==> src/rtl/uart_tx_fifo.sv <==
// Buffered 8N1 UART transmitter: a 2**ADDR_W byte FIFO feeding an LSB-first shifter.
// Frames run back-to-back while bytes are queued; occupancy and a sticky overflow are reported.
module uart_tx_fifo #(
  parameter int unsigned CLK_FREQ = 100_000_000,
  parameter int unsigned BAUD     = 115200,
  parameter int unsigned ADDR_W   = 4
) (
  input  logic              clk,
  input  logic              rst_n,
  input  logic              i_wr_en,
  input  logic [7:0]        i_wr_data,
  input  logic              i_flush,
  input  logic              i_clr_ovf,
  output logic              o_full,
  output logic              o_empty,
  output logic [ADDR_W:0]   o_count,
  output logic              o_busy,
  output logic              o_overflow,
  output logic              o_tx
);

  localparam int unsigned BAUD_DIV = CLK_FREQ / BAUD;
  localparam int unsigned DEPTH    = 1 << ADDR_W;
  localparam int unsigned CNT_W    = $clog2(BAUD_DIV);

  typedef enum logic [1:0] {StIdle, StStart, StData, StStop} state_t;

  logic [7:0]        r_mem [DEPTH];
  logic [ADDR_W-1:0] r_wr_ptr;
  logic [ADDR_W-1:0] r_rd_ptr;
  logic [ADDR_W:0]   r_count;
  logic              r_overflow;

  state_t            r_state, w_state_d;
  logic [CNT_W-1:0]  r_baud_cnt, w_baud_cnt_d;
  logic [2:0]        r_bit_cnt, w_bit_cnt_d;
  logic [7:0]        r_shift, w_shift_d;
  logic              r_tx, w_tx_d;

  logic              w_full;
  logic              w_empty;
  logic              w_wr;
  logic              w_pop;
  logic              w_ovf_set;
  logic              w_baud_tc;
  logic [7:0]        w_rd_data;

  assign w_full    = (r_count == (ADDR_W+1)'(DEPTH));
  assign w_empty   = (r_count == '0);
  // A flush swallows any write on the same edge without counting it as an overflow.
  assign w_wr      = i_wr_en && !w_full && !i_flush;
  assign w_ovf_set = i_wr_en && w_full && !i_flush;
  assign w_baud_tc = (r_baud_cnt == CNT_W'(BAUD_DIV - 1));
  assign w_rd_data = r_mem[r_rd_ptr];

  always_ff @(posedge clk) begin
    if (w_wr) begin
      r_mem[r_wr_ptr] <= i_wr_data;
    end
  end

  always_ff @(posedge clk or negedge rst_n) begin
    if (!rst_n) begin
      r_wr_ptr   <= '0;
      r_rd_ptr   <= '0;
      r_count    <= '0;
      r_overflow <= 1'b0;
    end else begin
      if (w_wr) begin
        r_wr_ptr <= r_wr_ptr + 1'b1;
      end
      if (i_flush) begin
        r_rd_ptr <= r_wr_ptr;
        r_count  <= '0;
      end else begin
        if (w_pop) begin
          r_rd_ptr <= r_rd_ptr + 1'b1;
        end
        unique case ({w_wr, w_pop})
          2'b10:   r_count <= r_count + (ADDR_W+1)'(1);
          2'b01:   r_count <= r_count - (ADDR_W+1)'(1);
          default: r_count <= r_count;
        endcase
      end
      if (w_ovf_set) begin
        r_overflow <= 1'b1;
      end else if (i_clr_ovf) begin
        r_overflow <= 1'b0;
      end
    end
  end

  always_ff @(posedge clk or negedge rst_n) begin
    if (!rst_n) begin
      r_state    <= StIdle;
      r_baud_cnt <= '0;
      r_bit_cnt  <= '0;
      r_shift    <= '0;
      r_tx       <= 1'b1;
    end else begin
      r_state    <= w_state_d;
      r_baud_cnt <= w_baud_cnt_d;
      r_bit_cnt  <= w_bit_cnt_d;
      r_shift    <= w_shift_d;
      r_tx       <= w_tx_d;
    end
  end

  always_comb begin
    w_state_d    = r_state;
    w_baud_cnt_d = r_baud_cnt;
    w_bit_cnt_d  = r_bit_cnt;
    w_shift_d    = r_shift;
    w_tx_d       = r_tx;
    w_pop        = 1'b0;
    unique case (r_state)
      StIdle: begin
        w_tx_d = 1'b1;
        if (!w_empty && !i_flush) begin
          w_pop        = 1'b1;
          w_shift_d    = w_rd_data;
          w_tx_d       = 1'b0;
          w_baud_cnt_d = '0;
          w_state_d    = StStart;
        end
      end
      StStart: begin
        if (w_baud_tc) begin
          w_baud_cnt_d = '0;
          w_bit_cnt_d  = '0;
          w_tx_d       = r_shift[0];
          w_state_d    = StData;
        end else begin
          w_baud_cnt_d = r_baud_cnt + 1'b1;
        end
      end
      StData: begin
        if (w_baud_tc) begin
          w_baud_cnt_d = '0;
          if (r_bit_cnt == 3'd7) begin
            w_tx_d    = 1'b1;
            w_state_d = StStop;
          end else begin
            w_shift_d   = {1'b0, r_shift[7:1]};
            w_tx_d      = r_shift[1];
            w_bit_cnt_d = r_bit_cnt + 1'b1;
          end
        end else begin
          w_baud_cnt_d = r_baud_cnt + 1'b1;
        end
      end
      StStop: begin
        if (w_baud_tc) begin
          w_baud_cnt_d = '0;
          // Chain straight into the next start bit so queued frames have no idle gap.
          if (!w_empty && !i_flush) begin
            w_pop     = 1'b1;
            w_shift_d = w_rd_data;
            w_tx_d    = 1'b0;
            w_state_d = StStart;
          end else begin
            w_state_d = StIdle;
          end
        end else begin
          w_baud_cnt_d = r_baud_cnt + 1'b1;
        end
      end
      default: begin
        w_state_d = StIdle;
        w_tx_d    = 1'b1;
      end
    endcase
  end

  assign o_full     = w_full;
  assign o_empty    = w_empty;
  assign o_count    = r_count;
  assign o_busy     = !w_empty || (r_state != StIdle);
  assign o_overflow = r_overflow;
  assign o_tx       = r_tx;

endmodule

==> config.mk <==
export PLATFORM = sky130hd
export DESIGN_NAME = uart_tx_fifo
export DESIGN_NICKNAME = d
export VERILOG_FILES = /design/src/rtl/uart_tx_fifo.sv
export SDC_FILE = /design/constraint.sdc
export NUM_CORES = 1
export LEC_CHECK = 0
export ABC_CLOCK_PERIOD_IN_PS = 4200
export CORE_MARGIN = 3
export CORE_UTILIZATION = 61
export CTS_CLUSTER_SIZE = 30
export DETAILED_ROUTE_END_ITERATION = 12
export GPL_TIMING_DRIVEN = 0
export PLACE_DENSITY = 0.88
export SKIP_LAST_GASP = 1
export SLEW_MARGIN = 0
export SYNTH_ARGS = -nofsm -noshare
export SYNTH_HDL_FRONTEND = slang
export SYNTH_SLANG_ARGS = --single-unit
==> constraint.sdc <==
create_clock -name clk -period 4.2 [get_ports clk]
set_input_delay 0.63 -clock clk [delete_from_list [all_inputs] [get_ports clk]]
set_output_delay 0.63 -clock clk [all_outputs]
set_load 0.01 [all_outputs]
After elaboration in Yosys (flattened, before gate mapping)
Memories as Yosys holds them, arrays and structs flattened.
Index checks and enable logic that the tools add are counted.
{"block": "op_classes", "add_sub_neg": 6, "eq_ne": 15, "muxes": 37, "reduce_logical": 22}
{"cell": "$mux 8", "count": 4}
{"cell": "$pmux 8 s3", "count": 1}
{"cell": "$mux 10", "count": 2}
{"cell": "$pmux 10 s2", "count": 1}
{"cell": "$ne 2x2->1 const B", "count": 7}
{"cell": "$mux 1", "count": 13}
{"cell": "$reduce_and 4->1", "count": 3}
{"cell": "$add 10x1->10 const B", "count": 1}
{"cell": "$eq 10x10->1 const B", "count": 1}
{"cell": "$mux 2", "count": 5}
{"cell": "$pmux 5 s2", "count": 1}
{"cell": "$mux 3", "count": 3}
{"cell": "$add 4x1->4 const B", "count": 2}
{"cell": "$mux 4", "count": 2}
{"cell": "$pmux 2 s4", "count": 1}
{"cell": "$reduce_bool 2->1", "count": 4}
{"cell": "$eq 2x2->1 const B", "count": 3}
{"cell": "$pmux 3 s2", "count": 1}
{"cell": "$reduce_bool 3->1", "count": 2}
{"cell": "$add 5x1->5 const B", "count": 1}
{"cell": "$eq 5x5->1 const B", "count": 1}
{"cell": "$logic_and 1x1->1", "count": 5}
{"cell": "$logic_not 5->1", "count": 1}
{"cell": "$mux 5", "count": 1}
{"cell": "other kinds (11)", "count": 14}
{"block": "totals", "reg_bits": 38, "ramBits": 128, "inputBits": 13, "output_inout_bits": 10, "elab_cells": 90, "mem_count": 1}
{"memory": "r_mem", "words": 16, "word_bits": 8, "rd": 1, "rd_ports_with_merged_regs": 0, "write_ports": 1, "line": "28", "rtl": "logic [7:0] r_mem [DEPTH];"}

Longest topological paths before layout
Gate-level depths: netlist (run 1).
{"block": "depth", "ltp_word": 9, "ltp_mapped": 12, "ltp_nobuf": 12}

Least setup slack after synthesis (run 1)
No wires, ideal clock.
{"block": "synth_path", "path_kind": "reg-to-reg", "start": "register r_state[0]", "end": "register r_count[4], in the netlist o_count[4]", "setup_time_ns": 0.133, "arrival_ns": 2.824, "required_time_ns": 4.067, "slack_ns": 1.243, "stages_incl_launch_ff": 12, "n_path_buf": 0, "period_less_slack_ns": 2.957, "path_cell_list": "dfrtp_1 -> ha_1 -> or4b_4 -> o41a_4 -> nor3_2 -> xor2_1 -> ha_1 -> or3_1 -> a21oi_1 -> nor2_1 -> mux2i_1 -> nand4b_1"}
{"block": "synth_between", "elab_chain_len": 5, "word_cells_on_any_way": 8, "classes_between": "3 x eq/ne; 3 x mux; 2 x reduce/logical"}
{"element": "start: declaration", "line": "34", "rtl": "state_t r_state, w_state_d;"}
{"element": "start signal: assignment", "line": "95", "rtl": "r_state <= StIdle;"}
{"element": "start signal: assignment", "line": "101", "rtl": "r_state <= w_state_d;"}
{"element": "$eq 2x2->1 / $logic_not 2->1 (equally long branches)", "line": "116", "rtl": "unique case (r_state)"}
{"element": "$pmux 1 s2 *", "line": "116"}
{"element": "$eq 2x1->1 / $eq 2x2->1 (equally long branches)", "line": "79", "rtl": "unique case ({w_wr, w_pop})"}
{"element": "$pmux 5 s2", "line": "79"}
{"element": "$mux 5", "line": "72", "rtl": "if (i_flush) begin"}
{"element": "end signal: assignment", "line": "80", "rtl": "2'b10: r_count <= r_count + (ADDR_W+1)'(1);"}
{"element": "end signal: assignment", "line": "81", "rtl": "2'b01: r_count <= r_count - (ADDR_W+1)'(1);"}
{"element": "end signal: assignment", "line": "82", "rtl": "default: r_count <= r_count;"}
{"element": "end: declaration", "line": "31", "rtl": "logic [ADDR_W:0] r_count;"}
Mark *: on every way between the ends. The rest lies on a longest branch, timed or not.
A chain may end at the register's enable or synchronous reset.

Worst setup path after layout (run 1)
{"block": "layout_path", "start": "register r_count[1], in the netlist o_count[1]", "end": "register r_count[4], in the netlist o_count[4]"}
{"block": "layout_between", "elab_chain_len": 9, "word_cells_on_any_way": 17, "classes_between": "2 x add/sub; 3 x eq/ne; 5 x mux; 7 x reduce/logical"}
{"element": "$logic_not 5->1", "line": "49", "rtl": "assign w_empty = (r_count == '0);"}
{"element": "$logic_not 1->1", "line": "119, 156"}
{"element": "$logic_and 1x1->1", "line": "119, 156"}
{"element": "$mux 1", "line": "119, 156"}
{"element": "$mux 1", "line": "153", "rtl": "if (w_baud_tc) begin"}
{"element": "$pmux 1 s2", "line": "116"}
{"element": "$eq 2x1->1 / $eq 2x2->1 (equally long branches)", "line": "79"}
{"element": "$pmux 5 s2", "line": "79"}
{"element": "$mux 5", "line": "72"}
Several ways; a longest one is shown, not always the timed one.

==> reports/metrics.yaml, run 1 <==
synth-seq-area-share_pct: 65.7
final-seq-area_sq_um: 4800
routed_wl_um: 17300
hpwl_um: 10700
finalSetupTns_ps: 0
finalWorstSetupSlack_ps: 332
ant_nets: 0
die-width_um: 115
rows: 39
clock_path_buffers: 2
ctsHoldBuffers: 0
synth_area_sq_um: 7300
grt_pass1_vias: 4712
core-area_sq_um: 11600
cts_resized: 0
power_density_nw_per_um2: 547
peakVddDrop_v: 0.000470
cts_tree: "yes"
worstPathArrival_ps: 4150
synthArstFlopShare_pct: 22.9
layout-drive-gt1-share_pct: 17.8
start_util_pct: 63.2
synth_area_leaders: "edfxtp_1 53%, dfrtp_1 13%, mux4_2 12%, ha_1 2.7%, nand2_1 2.4%"
dieArea_sq_um: 13300
worstSetupEndpointType: "flop"
rrSetupSlack_ps: 330
final_util_pct: 72.0
die-height_um: 115
max_slew_margin_pct: 14.4
vias: 4616
antenna_found_initial: 0
synth_edf_count: 128
drc: 0
fin_crit_ps: 3870
finalCritPeriodShare_pct: 92.1
grt_overflow: 0
reg2reg_depth: 11
clk_pin_slew_ps: 60
grt_pass1_wl_um: 26900
p_leak_nw: 2.94
cp-start-kind: "flop"
finalHoldWorstSlack_ps: 305
min_path_type: "input pin to async pin"
boundaryPins: 23
synth_top_area_cell: "edfxtp_1"
maxCapViolations: 0
final_hold_viol_count: 0
cp.required_ps: 4480
multi_input_area_sq_um: 2390
grt_max_degree: 39
worstPathMaxFanout: 10
cts_buffers: 17
area_delta_synth_final_pct: 14.0
grt.total_usage_pct: 28.1
synthFlopType: "edfxtp_1"
path_class: "flop to flop"
portBuffers: 21
num_antenna_cells: 0
r2r-end: "o_count[4]"
place_ws_ps: 475
synthDistinctLibCells: 52
clk_root_buffer_cell: "clkbuf_16"
cts_max_level: 4
fillers: 631
slew_viol_final: 0
fmax_mhz: 259
cts_setup_buffers: 0
synthCells: 464
synth.top_cell.area_share_pct: 52.6
synth_fp_nets: 493
ys.warnings.count: 0
layout.nets: 533
synth-seq-cells: 166
via_per_inst: 6.99
cts_sinks: 166
gp_congestion: 0.932
drt_pass1_iterations: 6
synth_area_per_cell_sq_um: 15.7
r2r_start: "o_count[1]"
clock_latency_ps: 420
finalSetupViolCount: 0
worst_pin_slew_ps: 1270
wl_per_cell_um: 26.2
rsz0062_at_grt: "no"
drt-initial-drc-count: 810
skew_ps: 10.3
status: "complete, no violations"
placed cells by master, fill, tap and decap left out, types with 4 or more instances in the layout:
| master | Yosys | final |
|---|---|---|
| nand4_1 | 4 | 4 |
| xor2_1 | 5 | 5 |
| nor3_1 | 6 | 6 |
| or3_1 | 5 | 5 |
| inv_6 | 0 | 4 |
| mux2_2 | 11 | 11 |
| ha_1 | 16 | 16 |
| nor2_1 | 15 | 15 |
| bufinv_16 | 0 | 4 |
| clkbuf_16 | 0 | 17 |
| mux2i_1 | 6 | 6 |
| nand2b_1 | 4 | 4 |
| a21oi_1 | 14 | 14 |
| clkdlybuf4s50_1 | 0 | 20 |
| and2_1 | 18 | 18 |
| nand3_1 | 8 | 8 |
| mux4_2 | 39 | 39 |
| clkbuf_1 | 10 | 12 |
| nand2_1 | 46 | 46 |
| o21ai_0 | 26 | 26 |
| edfxtp_1 | 128 | 128 |
| inv_1 | 14 | 14 |
| nor4_1 | 4 | 4 |
| buf_2 | 4 | 5 |
| dfrtp_1 | 37 | 37 |
through the flow:
step	instances	power [mW]	area, sq um
after global routing	660	4.69	8330
after floorplan	464	2.56	7300
after detailed placement	628	2.86	7690
after global placement	628	2.79	7690
after CTS	660	4.55	8330
final	660	4.56	8330
Yosys cell counts, types with 6 or more instances:
library cell,number
ha_1,16
a21oi_1,14
dfrtp_1,37
o21ai_0,26
mux2i_1,6
mux4_2,39
and2_1,18
edfxtp_1,128
nor2_1,15
inv_1,14
nor3_1,6
nand3_1,8
clkbuf_1,10
mux2_2,11
nand2_1,46
worst max-delay path by stage:
| stage | depth (start not counted) | endpoint | slack, ps | from |
|---|---|---|---|---|
| 2_1_floorplan | 11 | o_count[4] | 1240 | r_state[0] |
| 3_3_place_gp | 11 | o_count[4] | 630 | i_wr_en |
| 3_5_place_dp | 11 | o_count[4] | 480 | i_wr_en |
| 4_1_cts | 11 | o_count[4] | 570 | o_count[1] |
| 5_1_grt | 11 | o_count[4] | 270 | o_count[1] |
| 6_report | 11 | o_count[4] | 330 | o_count[1] |
metal layers:
layer	up-vias	global-route usage [%]	wire length, um
li1	1897	-	-
met1	2254	33.3	5900
met2	372	47.0	8880
met3	93	10.3	1770
met4	0	11.7	730
met5	-	0	0
state kept, by name (all words and copies together) (netlist names):
register,count
r_mem,128
r_shift,8
o_overflow,1
r_wr_ptr,4
o_tx,1
r_state,2
r_baud_cnt,10
r_bit_cnt,3
o_count,5
r_rd_ptr,4
critical path, cell delays in order, from the launching register on:
cell and delay [ps]:
dfrtp_1 370, clkbuf_1 210, nor4_1 700, a21oi_1 480
nor3_2 620, xor2_1 140, ha_1 270, or3_1 320
a21oi_1 240, nor2_1 90, mux2i_1 180, nand4b_1 120
cells by family after synthesis:
group / synth area share [%]
flops: 65.7
xor+xnor: 0.959
buf+inv: 1.61
simple gates: 8.14
mux: 14.5
compound gates: 6.36
fa+ha+maj: 2.74
power by group:
part | internal (mW) | leakage (nW) | switching [mW] | total [mW]
clock network | 1.02 | 0.309 | 0.661 | 1.68
registers | 1.87 | 1.64 | 0.0729 | 1.95
logic | 0.417 | 0.992 | 0.516 | 0.934
cell type report:
class	instances	share of cell area, %
Buffer	16	0.781
Tap cell	143	2.15
Clock inverter	13	2.46
Inverter	14	0.631
Sequential cell	166	57.6
Multi-Input combinational cell	268	28.7
Clock buffer	19	5.20
Timing Repair Buffer	21	2.46
Note: power is estimated with default switching activity, not from simulation.
==> inputs of run 2 (changes only) <==
--- a/config.mk
+++ b/config.mk
@@ -8,6 +8,7 @@
 export ABC_CLOCK_PERIOD_IN_PS = 4200
 export CORE_MARGIN = 3
 export CORE_UTILIZATION = 61
+export CTS_CLUSTER_DIAMETER = 200
 export CTS_CLUSTER_SIZE = 30
 export DETAILED_ROUTE_END_ITERATION = 12
 export GPL_TIMING_DRIVEN = 0
==> results of run 2 <==
The final DEF is identical to that of run 1; final timing and power are the same.
==> inputs of run 3 (changes only) <==
--- a/config.mk
+++ b/config.mk
@@ -9,7 +9,7 @@
 export CORE_MARGIN = 3
 export CORE_UTILIZATION = 61
 export CTS_CLUSTER_DIAMETER = 200
-export CTS_CLUSTER_SIZE = 30
+export CTS_CLUSTER_SIZE = 8
 export DETAILED_ROUTE_END_ITERATION = 12
 export GPL_TIMING_DRIVEN = 0
 export PLACE_DENSITY = 0.88
@@ -18,3 +18,4 @@
 export SYNTH_ARGS = -nofsm -noshare
 export SYNTH_HDL_FRONTEND = slang
 export SYNTH_SLANG_ARGS = --single-unit
+export TNS_END_PERCENT = 100
==> results of run 3 <==
The final DEF is identical to that of run 1; final timing and power are the same.
==> edit 1 (config.mk and constraints of run 1) <==
Set the parameter `BAUD` to 460800 (it was 115200).
--- a/src/rtl/uart_tx_fifo.sv
+++ b/src/rtl/uart_tx_fifo.sv
@@ -2,7 +2,7 @@
 // Frames run back-to-back while bytes are queued; occupancy and a sticky overflow are reported.
 module uart_tx_fifo #(
   parameter int unsigned CLK_FREQ = 100_000_000,
-  parameter int unsigned BAUD     = 115200,
+  parameter int unsigned BAUD     = 460800,
   parameter int unsigned ADDR_W   = 4
 ) (
   input  logic              clk,
Formal check against the unedited RTL: no difference found for any inputs over 10 cycles, from zero or initial values and one cycle with rst_n low; that may be too few to reach the edited logic, so the function may still have changed.
==> edit 1 against run 1 <==
  * Area after synthesis fell by 1.8%
  * Largest power group unchanged
  * Routed wire length fell by 7.2%
  * Critical path depth rose by 2
  * Maximum frequency rose by 15%
  * Count of clock-buffer cells in the layout did not move
  * Sequential cell count fell by 2
  * Worst hold slack got worse by 0.0042 ns
  * Power fell by 4.1%
  * Design area fell by 2.1%
  * Sequential share of layout area rose by 0.61 points
  * Worst setup slack improved by 0.50 ns
  * Via count fell by 7.7%
==> edit 1: results (changes against run 1) <==
Top Metal Used met4 (unchanged); Pleak 2.799 nW (was 2.939 nW); placed inst area 7560 um2 (was 7689 um2); relative slew slack 45.76% (was 14.41%); total number of vias 4261 (was 4616); Avg WL per Cell 25.50 um (was 26.18 um); most instantiated cells after synthesis 128 x edfxtp_1, 40 x mux4_2, 35 x dfrtp_1, 22 x nand2_1, 21 x o21ai_0 (was 128 x edfxtp_1, 46 x nand2_1, 39 x mux4_2, 37 x dfrtp_1, 26 x o21ai_0); synth unique cells 61 (was 52); largest net degree at the start of global routing 37 (was 39); Seq/Total Area, Yosys 66.20% (was 65.66%); met2 wire len 8473 um (was 8882 um); share of cells above drive strength 1 19.43% (was 17.79%); routed wl met3 1255 um (was 1765 um); status finished, final reports clean (unchanged); clk_lat worst skew 0.43 ns; Port Buf Inserts 22 (was 21); largest cells by area after synthesis edfxtp_1 54%, mux4_2 13%, dfrtp_1 12% (was edfxtp_1 53%, dfrtp_1 13%, mux4_2 12%); detailed router's first-iteration violation count 573 (was 810); post-synthesis cell count 435 (was 464); Placement Setup Slack 0.7122 ns (was 0.4750 ns); fin nets 506 (was 533); Critical Path Max Stage Delay 0.44 ns (was 0.70 ns); synthesis-to-finish area growth 13.72% (was 13.99%); slowest CP cell dfrtp_1 (was nor4_1); drt first pass iters 5 (was 6); Largest regs r_mem (128), r_baud_cnt (8), r_shift (8) (was r_mem (128), r_baud_cnt (10), r_shift (8)); ys async rst share 21.95% (was 22.89%); total track usage 26.50% (was 28.11%); Synthesis Warnings 0 (unchanged); Worst Clk Skew 0.01538 ns (was 0.01033 ns); VDD IR max 0.4687 mV (was 0.4705 mV); Vias per Instance 6.774 (was 6.994); Worst Path Arrival 3.72 ns (was 4.15 ns); Synthesized Nets 465 (was 493); M1 WL 6020 um (was 5898 um); crit-path max FO 7 (was 10); placed cell count 597 (was 628); post-detail-place hpwl 9742 um (was 10660 um); reg2reg path depth 13 (was 11)
edit 1: cell type report:
type / instances / area share [%]
Buffer: 16 / 0.9362
Clock buffer: 19 / 5.310
Clock inverter: 13 / 1.964
Inverter: 13 / 0.5985
Multi-Input combinational cell: 242 / 28.19
Sequential cell: 164 / 58.21
Tap cell: 140 / 2.149
Timing Repair Buffer: 22 / 2.640
edit 1: worst paths after layout:
check | from | slack, ns | end
worst max-delay path | r_state[0]$_DFFE_PN0P_ | 0.83 | o_count[4]$_DFFE_PN0P_
worst min-delay path | rst_n | 0.30 | r_shift[3]$_DFFE_PN0P_
worst max register to register | r_state[0]$_DFFE_PN0P_ | 0.83 | o_count[4]$_DFFE_PN0P_
worst min register to register | o_overflow$_DFFE_PN0P_ | 0.53 | o_overflow$_DFFE_PN0P_
max in group asynchronous | rst_n | 3.38 | r_wr_ptr[2]$_DFFE_PN0P_
min in group clk | o_overflow$_DFFE_PN0P_ | 0.53 | o_overflow$_DFFE_PN0P_
edit 1: power breakdown:
group	internal, mW	switching (mW)
Clock	0.932	0.619
Combinational	0.424	0.488
Sequential	1.85	0.0572
edit 1: cell families after synthesis:
kind of cell | Yosys count | share of synthesized area (%)
AOI/OAI and AO/OA | 75 | 7.243
xor gates and xnor gates | 9 | 1.100
adders and majority gates | 17 | 2.967
buffers and inverters | 29 | 1.745
DFF | 164 | 66.20
muxes | 46 | 13.47
and+or+nand+nor | 95 | 7.277
edit 1: metal layers:
metal | vias up | GRT usage, %
met5 | - | 0
met4 | 0 | 8.630
met3 | 29 | 7.030
met2 | 254 | 44.24
met1 | 2177 | 34.23
li1 | 1801 | -
==> edit 2 (flow settings as in run 1) <==
Without the edit above. The 4 states of `state_t` get a one-hot encoding in 4 bits.
--- a/src/rtl/uart_tx_fifo.sv
+++ b/src/rtl/uart_tx_fifo.sv
@@ -23,7 +23,7 @@
   localparam int unsigned DEPTH    = 1 << ADDR_W;
   localparam int unsigned CNT_W    = $clog2(BAUD_DIV);
 
-  typedef enum logic [1:0] {StIdle, StStart, StData, StStop} state_t;
+  typedef enum logic [3:0] {StIdle = 4'b0001, StStart = 4'b0010, StData = 4'b0100, StStop = 4'b1000} state_t;
 
   logic [7:0]        r_mem [DEPTH];
   logic [ADDR_W-1:0] r_wr_ptr;
Function: same outputs for any inputs over 10 cycles, from zero or initial values and one cycle with rst_n low; not proved beyond that.
==> edit 2 against run 1 <==
  * Routed wire length is 11% lower
  * Count of clock-buffer cells in the layout is 2 lower
  * Sequential cell count grew 2
  * Worst setup slack improved by 0.79 ns
  * Sequential share of layout area grew 1.6 points
  * Power grew 18%
  * Design area shrank 1.7%
  * Synthesized cell count is 2.4% lower
  * Area after synthesis decreased by 1.2%
  * Critical endpoint is now o_busy
==> edit 2: results (changes against run 1) <==
status finished, final reports clean (unchanged); most instantiated cells after synthesis 128 x edfxtp_1, 38 x dfrtp_1, 33 x mux4_2, 25 x nor2_1, 23 x nand2_1 (was 128 x edfxtp_1, 46 x nand2_1, 39 x mux4_2, 37 x dfrtp_1, 26 x o21ai_0); final instance area 8187 um2 (was 8327 um2); Synthesized Nets 476 (was 493); final wirelength 15340 um (was 17280 um); synth unique cells 59 (was 52); VDD IR max 0.5338 mV (was 0.4705 mV); Pleak 2.860 nW (was 2.939 nW); Worst Path Arrival 2.45 ns (was 4.15 ns); placed inst area 7600 um2 (was 7689 um2); Avg WL per Cell 23.64 um (was 26.18 um); cell-internal power 3.604 mW (was 3.308 mW); placed cell count 617 (was 628); switch share 33.03% (was 27.42%); num sequential 168 (was 166); slowest CP cell dfstp_2 (was nor4_1); Vias per Instance 6.435 (was 6.994); Worst Clk Skew 0.01359 ns (was 0.01033 ns); vias in the first global route 4203 (was 4712); largest net degree at the start of global routing 41 (was 39); Setup crit end o_busy (was o_count[4]$_DFFE_PN0P_); fraction of area in registers 59.21% (was 57.60%); clock buffer count 17 (was 19); fin nets 516 (was 533); first-pass GRT wire length 23800 um (was 26860 um); Comb. pwr 1.71 mW (was 934 uW); ys async rst share 23.81% (was 22.89%); post-detail-place hpwl 9454 um (was 10660 um); detailed router's first-iteration violation count 483 (was 810); relative slew slack 40.72% (was 14.41%); Non-clock inverters 6 (was 14); Signal buffers 47 (was 37); Avg Inst Size Synth 15.93 um2 (was 15.74 um2); ClkCell Share 7.168% (was 7.663%); drt first pass iters 5 (was 6); Critical Path Max Stage Delay 0.59 ns (was 0.70 ns); crit-path max FO 5 (was 10); Worst setup startpoint r_state[0]$_DFFE_PN1P_ (was o_count[1]$_DFFE_PN0P_); largest cells by area after synthesis edfxtp_1 53%, dfrtp_1 13%, mux4_2 10% (was edfxtp_1 53%, dfrtp_1 13%, mux4_2 12%); Seq/Total Area, Yosys 67.18% (was 65.66%); Reg power frac 39.6% (was 42.7%); fraction of area in multi-input gates 27.11% (was 28.72%); share of cells above drive strength 1 17.98% (was 17.79%)
## edit 2: cell count changes in the layout (fill, tap and decap cells not counted), moves of 8 or more
cell / before / now
a211oi_1: 1 / 12
inv_1: 14 / 6
mux2_2: 11 / 2
nand2_1: 46 / 23
nor2_1: 15 / 25
nor2b_1: 0 / 11
## edit 2: routing by layer
layer | vias to the layer above | part of all wire, % | global-route usage, % | wire (um)
met2 | 217 | 52 | 41.72 | 8038
met3 | 38 | 7.8 | 6.579 | 1197
met4 | 0 | 2.9 | 9.468 | 443
met5 | - | 0 | 0 | 0
li1 | 1853 | - | - | -
met1 | 2068 | 37 | 31.69 | 5660
## edit 2: kinds of logic after synthesis
kind of cell / count (synthesis) / share of synthesized area (%)
muxes: 45 / 12.02
adders and majority gates: 10 / 1.734
xor gates and xnor gates: 9 / 1.196
AOI/OAI and AO/OA: 77 / 7.040
and+or+nand+nor: 112 / 8.774
DFF: 168 / 67.18
buffers and inverters: 32 / 2.063
